**config.mk**
```make
export PLATFORM = sky130hd
export DESIGN_NAME = ca_rule_engine
export DESIGN_NICKNAME = d
export VERILOG_FILES = /design/src/rtl/ca_rule_engine.sv
export SDC_FILE = /design/constraint.sdc
export NUM_CORES = 1
export LEC_CHECK = 0
export BUFFER_PORTS_ARGS = -buffer_cell sky130_fd_sc_hd__buf_2
export CORE_ASPECT_RATIO = 0.75
export CORE_MARGIN = 2
export CORE_UTILIZATION = 52
export DETAILED_ROUTE_END_ITERATION = 16
export PLACE_DENSITY = 0.75
export REMOVE_ABC_BUFFERS = 1
export SLEW_MARGIN = 20
export SYNTH_ARGS = -nofsm -noshare
export SYNTH_HDL_FRONTEND = slang
export SYNTH_SLANG_ARGS = --single-unit
```
**constraint.sdc**
```tcl
create_clock -name clk -period 2.7 [get_ports clk]
set_input_delay 0.675 -clock clk [delete_from_list [all_inputs] [get_ports clk]]
set_output_delay 0.675 -clock clk [all_outputs]
set_load 0.02 [all_outputs]
```
**src/rtl/ca_rule_engine.sv**
```systemverilog
// One-dimensional binary cellular automaton: an 8-bit rule table applied to a WIDTH-cell row for n_steps generations.
// Optional feature: define CA_WRAP_EN for a toroidal ring; otherwise the cells beyond both ends read as 0.
module ca_rule_engine #(
  parameter int WIDTH = 16,
  parameter int CNT_W = 16
) (
  input  logic             clk,
  input  logic             reset,
  input  logic             rule_wr,
  input  logic [7:0]       rule_in,
  input  logic             load,
  input  logic [WIDTH-1:0] seed,
  input  logic             start,
  input  logic [CNT_W-1:0] n_steps,
  output logic [WIDTH-1:0] cells,
  output logic [CNT_W-1:0] gen_count,
  output logic             busy,
  output logic             done,
  output logic             stable,
  output logic [1:0]       dbg_state
);

  typedef enum logic [1:0] {
    IDLE = 2'd0,
    RUN  = 2'd1,
    DONE = 2'd2
  } state_t;

  state_t           state;
  state_t           state_nx;
  logic [7:0]       rule_q;
  logic [CNT_W-1:0] n_lat;
  logic [WIDTH-1:0] next_gen;
  logic [WIDTH+1:0] padded;
  logic [CNT_W-1:0] gen_inc;
  logic             gen_same;
  logic             run_end;
  logic             start_ok;

  // Row extended by one neighbour at each end so every cell sees a uniform 3-bit window.
`ifdef CA_WRAP_EN
  assign padded = {cells[0], cells, cells[WIDTH-1]};
`else
  assign padded = {1'b0, cells, 1'b0};
`endif

  // Window for cell i is {c[i+1], c[i], c[i-1]} = padded[i+2:i].
  for (genvar i = 0; i < WIDTH; i++) begin : g_cell
    assign next_gen[i] = rule_q[padded[i+2 -: 3]];
  end

  assign gen_same = (next_gen == cells);
  assign gen_inc  = (gen_count == {CNT_W{1'b1}}) ? gen_count
                                                 : gen_count + {{(CNT_W-1){1'b0}}, 1'b1};
  assign run_end  = (gen_inc == n_lat) || gen_same;
  assign start_ok = (state == IDLE) && start && !load;

  always_comb begin
    state_nx = state;
    case (state)
      IDLE: if (start_ok) state_nx = (n_steps == '0) ? DONE : RUN;
      RUN:  if (run_end) state_nx = DONE;
      DONE: state_nx = IDLE;
      default: state_nx = IDLE;
    endcase
  end

  always_ff @(posedge clk) begin
    if (reset) state <= IDLE;
    else       state <= state_nx;
  end

  // Rule, cells and counters only move in IDLE (host writes) or RUN (stepping).
  always_ff @(posedge clk) begin
    if (reset) begin
      rule_q    <= 8'hCC;
      cells     <= '0;
      gen_count <= '0;
      n_lat     <= '0;
      stable    <= 1'b0;
    end else begin
      case (state)
        IDLE: begin
          if (rule_wr) rule_q <= rule_in;
          if (load) begin
            cells     <= seed;
            gen_count <= '0;
            stable    <= 1'b0;
          end else if (start) begin
            n_lat     <= n_steps;
            gen_count <= '0;
          end
        end
        RUN: begin
          cells     <= next_gen;
          gen_count <= gen_inc;
          stable    <= gen_same;
        end
        default: ;
      endcase
    end
  end

  assign busy      = (state == RUN);
  assign done      = (state == DONE);
  assign dbg_state = state;

endmodule
```
==> out/qor.yml, run 1 <==
status: "complete, no violations"
drc_errors: 0
timing.final.crit_share_pct: 96.5
syn_area_per_cell_sq_um: 8.31
worstMarginPinSlew_ns: 0.719
final_cells: 784
pin_count: 82
finalCriticalPeriod_ns: 2.61
num_vias: 4980
path_cells: "mux2_2, and3_1, nor4_1, nand4_1, nor3_1, a31oi_1, o221a_2"
die_w_microns: 115
synth_warnings: 0
powerDensity_nw_per_um2: 567
synth.area.top_cells: "dfxtp_1 24%, mux4_2 11%, mux2i_1 8.9%"
num_rows: 30
yosysSeqAreaShare_pct: 24.4
hpwl_microns: 10900
synth_seq_cells: 59
htree_num_levels: 3
dieArea_sq_um: 10100
post_cts_buffers: 0
antennaDiodeCount: 0
slowest_stage: "dfxtp_1"
core_sq_um: 9050
ys_types: 64
cts_resized: 0
cp_max_fo: 13
nets: 697
ir_worst_vdd_mv: 0.353
async_reset_ff_share_pct: 0
synth_edf_count: 0
gp_congestion: 0.973
startpoint_type: "flop"
via_per_inst: 6.35
grt_pass1_vias: 4512
rsz0062_at_grt: "false"
syn_inst: 583
hp-class: "flop to flop"
cts_tree: "done"
start_util_pct: 53.6
grt_max_degree: 30
fin_util_pct: 63.1
area_growth_pct: 17.7
ant_nets: 0
power_leakage_nw: 2.28
io_buffers: 81
arrival_ns: 2.82
hold_violations: 0
drt_first_pass_iters: 7
crit_required_ns: 2.92
synth_commonest_cells: "71 x nand2_1, 59 x dfxtp_1, 45 x nor2_1, 43 x mux2i_1, 41 x a21oi_1"
fin_setup_tns_ns: 0
setup_violations: 0
grt_pass1_wl_microns: 24000
num-fill-cells: 770
grt_overflow: 0
end_kind: "flop"
crit_family: "simple AND/OR/NAND/NOR gates"
drt-initial-drc-count: 550
drv_slew: 0
crit_type: "flop to flop"
skew_ns: 0.00956
max_freq_mhz: 384
drive_gt1_share_pct: 29.1
clockBufferDepth: 2
clock_latency_ns: 0.33
die_h_microns: 87.6
cts_buffers: 9
antenna_found_initial: 0
synth_ff_type: "dfxtp_1"
placed_cells: 768
synth.most_common_cell: "nand2_1"
cts_hold_buf: 0
drv_cap: 0
root_buffer: "clkbuf_16"
yosys.area.top_type: "dfxtp_1"
cpPeakStageDelay_ns: 0.75
clkTransAtPathRegs_ns: 0.06
routed_wl_microns: 15300
slew_headroom_pct: 51.9
synth.cell_area_sq_um: 4850
clock_sinks: 59
wl_per_cell_microns: 19.5
critPathBufInv: 0
grt.total_usage_pct: 30.7
synth_top_area_share_pct: 24.4
[final timing paths]
| kind | start | to | slack [ns] | depth (start not counted) |
|---|---|---|---|---|
| min | n_lat[3]$_SDFFE_PP0P_ | n_lat[3]$_SDFFE_PP0P_ | 0.47 | 2 |
| max | cells[9]$_SDFFE_PP0P_ | dbg_state[0]$_SDFFE_PP0P_ | 0.09 | 7 |
| min reg2reg | n_lat[3]$_SDFFE_PP0P_ | n_lat[3]$_SDFFE_PP0P_ | 0.47 | 2 |
| max reg2reg | cells[9]$_SDFFE_PP0P_ | dbg_state[0]$_SDFFE_PP0P_ | 0.09 | 7 |
[metal layers]
layer	wire length, microns	up-vias	GRT usage [%]
met2	6400	336	42.6
met1	6950	2317	48.0
li1	-	2309	-
met4	157	0	7.45
met3	1760	18	6.64
met5	0	-	0
[area by class of cell]
cell class / instances / area, sq um / area share [%]
Inverter: 12 / 45.0 / 0.789
Multi-Input combinational cell: 450 / 3320 / 58.1
Tap cell: 128 / 160 / 2.81
Sequential cell: 59 / 1180 / 20.8
Clock inverter: 5 / 77.6 / 1.36
Timing Repair Buffer: 119 / 691 / 12.1
Clock buffer: 11 / 233 / 4.08
[placed cells by master, fill, tap and decap left out, types with 11 or more instances in the layout]
cell type and n:
buf_2 81, nand2_1 71, dfxtp_1 56, nor2_1 44, mux2i_1 43, a21oi_1 41
buf_4 38, mux4_2 24, o21ai_0 21, nor3_1 19, xnor2_1 16, a211oi_1 15
inv_1 12, nand4_1 12, nand3_1 11
[state kept, by name (all words and copies together) (netlist names)]
name and flops:
cells 16, gen_count 16, n_lat 16, rule_q 8, dbg_state 2, stable 1
[worst reg2reg max path, delay by kind of cell (launching register included)]
kind | cells | cell delay (ns)
DFF | 1 | 0.75
muxes | 1 | 0.40
AOI/OAI and AO/OA | 2 | 0.53
and+or+nand+nor | 4 | 0.80
[kinds of logic (layout without fill, tap and decap cells)]
kind of cell    Yosys count  in the layout  synth area share, %
compound gates          132            132                 18.9
xor+xnor                 21             21                 3.79
fa+ha+maj                 1              1                0.258
buf+inv                  74            147                 7.54
flops                    59             59                 24.4
mux                      71             71                 21.0
simple gates            225            225                 24.1
[report_power, final]
group          internal [W]  total, W  leakage [nW]  switching, W
logic              0.000446  0.000934          1.65      0.000489
registers          0.000931   0.00108         0.484      0.000147
clock network      0.000805   0.00122         0.150      0.000420
[metrics by stage]
stage,power [W],setup slack [ns],hold WS (ns),area (sq um)
after floorplan,0.00167,0.101,0.439,4530
after global placement,0.00198,0.222,0.461,5380
after detailed placement,0.00200,0.117,0.468,5380
after CTS,0.00322,0.110,0.476,5690
after global routing,0.00337,0.00537,0.504,5710
final,0.00324,0.0943,0.471,5710
Power figures use the tool's default switching activity.
==> run 2: changes to the inputs <==
--- a/config.mk
+++ b/config.mk
@@ -6,11 +6,14 @@
 export NUM_CORES = 1
 export LEC_CHECK = 0
 export BUFFER_PORTS_ARGS = -buffer_cell sky130_fd_sc_hd__buf_2
+export CELL_PAD_IN_SITES_DETAIL_PLACEMENT = 2
+export CELL_PAD_IN_SITES_GLOBAL_PLACEMENT = 2
 export CORE_ASPECT_RATIO = 0.75
 export CORE_MARGIN = 2
-export CORE_UTILIZATION = 52
+export CORE_UTILIZATION = 35
+export CTS_BUF_LIST = sky130_fd_sc_hd__clkbuf_8
 export DETAILED_ROUTE_END_ITERATION = 16
-export PLACE_DENSITY = 0.75
+export PLACE_DENSITY_LB_ADDON = 0.1
 export REMOVE_ABC_BUFFERS = 1
 export SLEW_MARGIN = 20
 export SYNTH_ARGS = -nofsm -noshare
==> out/qor.yml, run 2 (same netlist as run 1, synthesis figures left out) <==
crit_required_ns: 2.97  # was 2.92 ns
arrival_ns: 2.80  # was 2.82 ns
cp_max_fo: 8  # was 13
path_cells: "buf_4, mux4_2, mux2i_2, nand4_1, nor4_4, a31oi_2, a2111oi_2"  # was mux2_2, and3_1, nor4_1, nand4_1, nor3_1, a31oi_1, o221a_2
ir_worst_vdd_mv: 0.296  # was 0.353 mV
clock_latency_ns: 0.38  # was 0.33 ns
rsz0062_at_grt: "false"  # unchanged
drive_gt1_share_pct: 33.3  # was 29.1%
area_growth_pct: 21.4  # was 17.7%
grt_overflow: 0  # unchanged
cts_hold_buf: 0  # unchanged
post-place-ws_ns: -0.000535  # was 0.117 ns
status: "complete, no violations"  # unchanged
end_kind: "flop"  # unchanged
critPathBufInv: 1  # was 0
crit_type: "flop to flop"  # unchanged
crit_family: "multiplexers"  # was simple AND/OR/NAND/NOR gates
num_rows: 37  # was 30
drv_slew: 0  # unchanged
setup_slack_ns: 0.168  # was 0.0943 ns
antenna_found_initial: 0  # unchanged
skew_ns: 0.0196  # was 0.00956 ns
pin_count: 82  # unchanged
num_vias: 5145  # was 4980
drt_first_pass_iters: 4  # was 7
dieArea_sq_um: 14800  # was 10100 sq um
layout_commonest_cell: "buf_2"  # unchanged
grt_pass1_wl_microns: 30800  # was 24000 microns
clockBufferDepth: 2  # unchanged
netSwitchingPower_w: 0.00116  # was 0.00106 W
hold_violations: 0  # unchanged
io_buffers: 81  # unchanged
worstMarginPinSlew_ns: 0.593  # was 0.719 ns
antennaDiodeCount: 0  # unchanged
wl_per_cell_microns: 23.5  # was 19.5 microns
drv_cap: 0  # unchanged
p_sw_share_pct: 38.5  # was 32.6%
cpPeakStageDelay_ns: 0.57  # was 0.75 ns
grt_max_degree: 26  # was 30
via_per_inst: 6.05  # was 6.35
cts_buffers: 9  # unchanged
die_h_microns: 106  # was 87.6 microns
num-fill-cells: 1618  # was 770
gp_congestion: 0.926  # was 0.973
p_int_w: 0.00184  # was 0.00218 W
max_freq_mhz: 395  # was 384 MHz
startpoint_type: "flop"  # unchanged
layout_common_cells: "81 x buf_2, 71 x nand2_1, 56 x buf_4"  # was 81 x buf_2, 71 x nand2_1, 56 x dfxtp_1
htree_num_levels: 3  # unchanged
drc_errors: 0  # unchanged
routed_wl_microns: 20000  # was 15300 microns
fin_util_pct: 43.2  # was 63.1%
p_seq_share_pct: 35.6  # was 33.3%
ant_nets: 0  # unchanged
grt.total_usage_pct: 26.8  # was 30.7%
cts_tree: "done"  # unchanged
die_w_microns: 140  # was 115 microns
powerDensity_nw_per_um2: 510  # was 567 nW/um^2
combPwrFrac_pct: 35.3  # was 28.9%
clkPwrFrac_pct: 29.1  # was 37.8%
multi_input_area_sq_um: 3380  # was 3320 sq um
root_buffer: "clkbuf_8"  # was clkbuf_16
clkTransAtPathRegs_ns: 0.09  # was 0.06 ns
drt-initial-drc-count: 384  # was 550
start_util_pct: 35.6  # was 53.6%
clock_sinks: 59  # unchanged
hpwl_microns: 14800  # was 10900 microns
nets: 716  # was 697
core_sq_um: 13600  # was 9050 sq um
hp-class: "flop to flop"  # unchanged
setup_violations: 0  # unchanged
placed_cells: 832  # was 768
seq_area_sq_um: 1190  # was 1180 sq um
timing.final.crit_share_pct: 93.8  # was 96.5%
grt_pass1_vias: 5314  # was 4512
final_cells: 850  # was 784
top_regs: "cells (16), gen_count (16), n_lat (16)"  # unchanged
slowest_stage: "dfxtp_1"  # unchanged
finalCriticalPeriod_ns: 2.53  # was 2.61 ns
power_leakage_nw: 2.35  # was 2.28 nW
slew_headroom_pct: 60.4  # was 51.9%
-- run 2: cell types whose count changed in the layout (fill, tap and decap cells not counted), sizes merged --
cell      before  now
clkbuf        11    9
bufinv         2    1
clkinvlp       1    3
inv           12   13
buf          119  138
-- run 2: stage by stage --
stage,power [W],cell area (sq um),TNS (ns),hold slack (ns)
after floorplan,0.00167,4530,0,0.439
after global placement,0.00205,5580,0,0.472
after detailed placement,0.00209,5580,-0.000535,0.486
after CTS,0.00298,5800,0,0.497
after global routing,0.00314,5880,0,0.512
final,0.00300,5880,0,0.494
-- run 2: routing by layer --
metal	vias up	part of all wire, %	GRT usage (%)
met4	0	0.92	6.50
met3	15	6.4	6.17
met1	2634	49	40.0
met2	151	43	38.9
li1	2345	-	-
met5	-	0	0
-- run 2: final timing paths --
path | start | endpoint | slack (ns) | depth (start not counted)
min | n_lat[1]$_SDFFE_PP0P_ | n_lat[1]$_SDFFE_PP0P_ | 0.49 | 2
max reg2reg | cells[12]$_SDFFE_PP0P_ | dbg_state[1]$_SDFFE_PP0P_ | 0.17 | 7
min reg2reg | n_lat[1]$_SDFFE_PP0P_ | n_lat[1]$_SDFFE_PP0P_ | 0.49 | 2
max | cells[12]$_SDFFE_PP0P_ | dbg_state[1]$_SDFFE_PP0P_ | 0.17 | 7
-- run 2: layout make-up --
class | count | share of cell area, %
inverter | 12 | 0.829
clock buffer | 9 | 2.11
clock inverter | 7 | 1.30
timing repair buffer | 138 | 14.4
tap | 175 | 3.72
sequential | 59 | 20.2
multi-input combinational | 450 | 57.4
-- run 2: worst reg2reg max path: cells and delay by family (launching register included) --
kind / cells / cell delay [ns]
mux: 2 / 0.60
flops: 1 / 0.57
simple gates: 2 / 0.54
compound gates: 2 / 0.47
buf+inv: 1 / 0.24
-- run 2: power by group through the flow --
| stage | Sequential, W | Clock [W] | Combinational (W) |
|---|---|---|---|
| CTS | 0.00106 | 0.000894 | 0.00103 |
| global route | 0.00108 | 0.000923 | 0.00114 |
| detailed placement | 0.00108 | 0 | 0.00101 |
| floorplan | 0.00114 | 0 | 0.000527 |
| global placement | 0.00107 | 0 | 0.000976 |
| finish | 0.00107 | 0.000873 | 0.00106 |
-- run 2: repair_timing --
action                     4_1_cts  5_1_grt
setup endpoints to repair        2        3
pin swaps                        0        1
cloned                           0        0
resized for setup                2       21
buffers inserted                 0        2
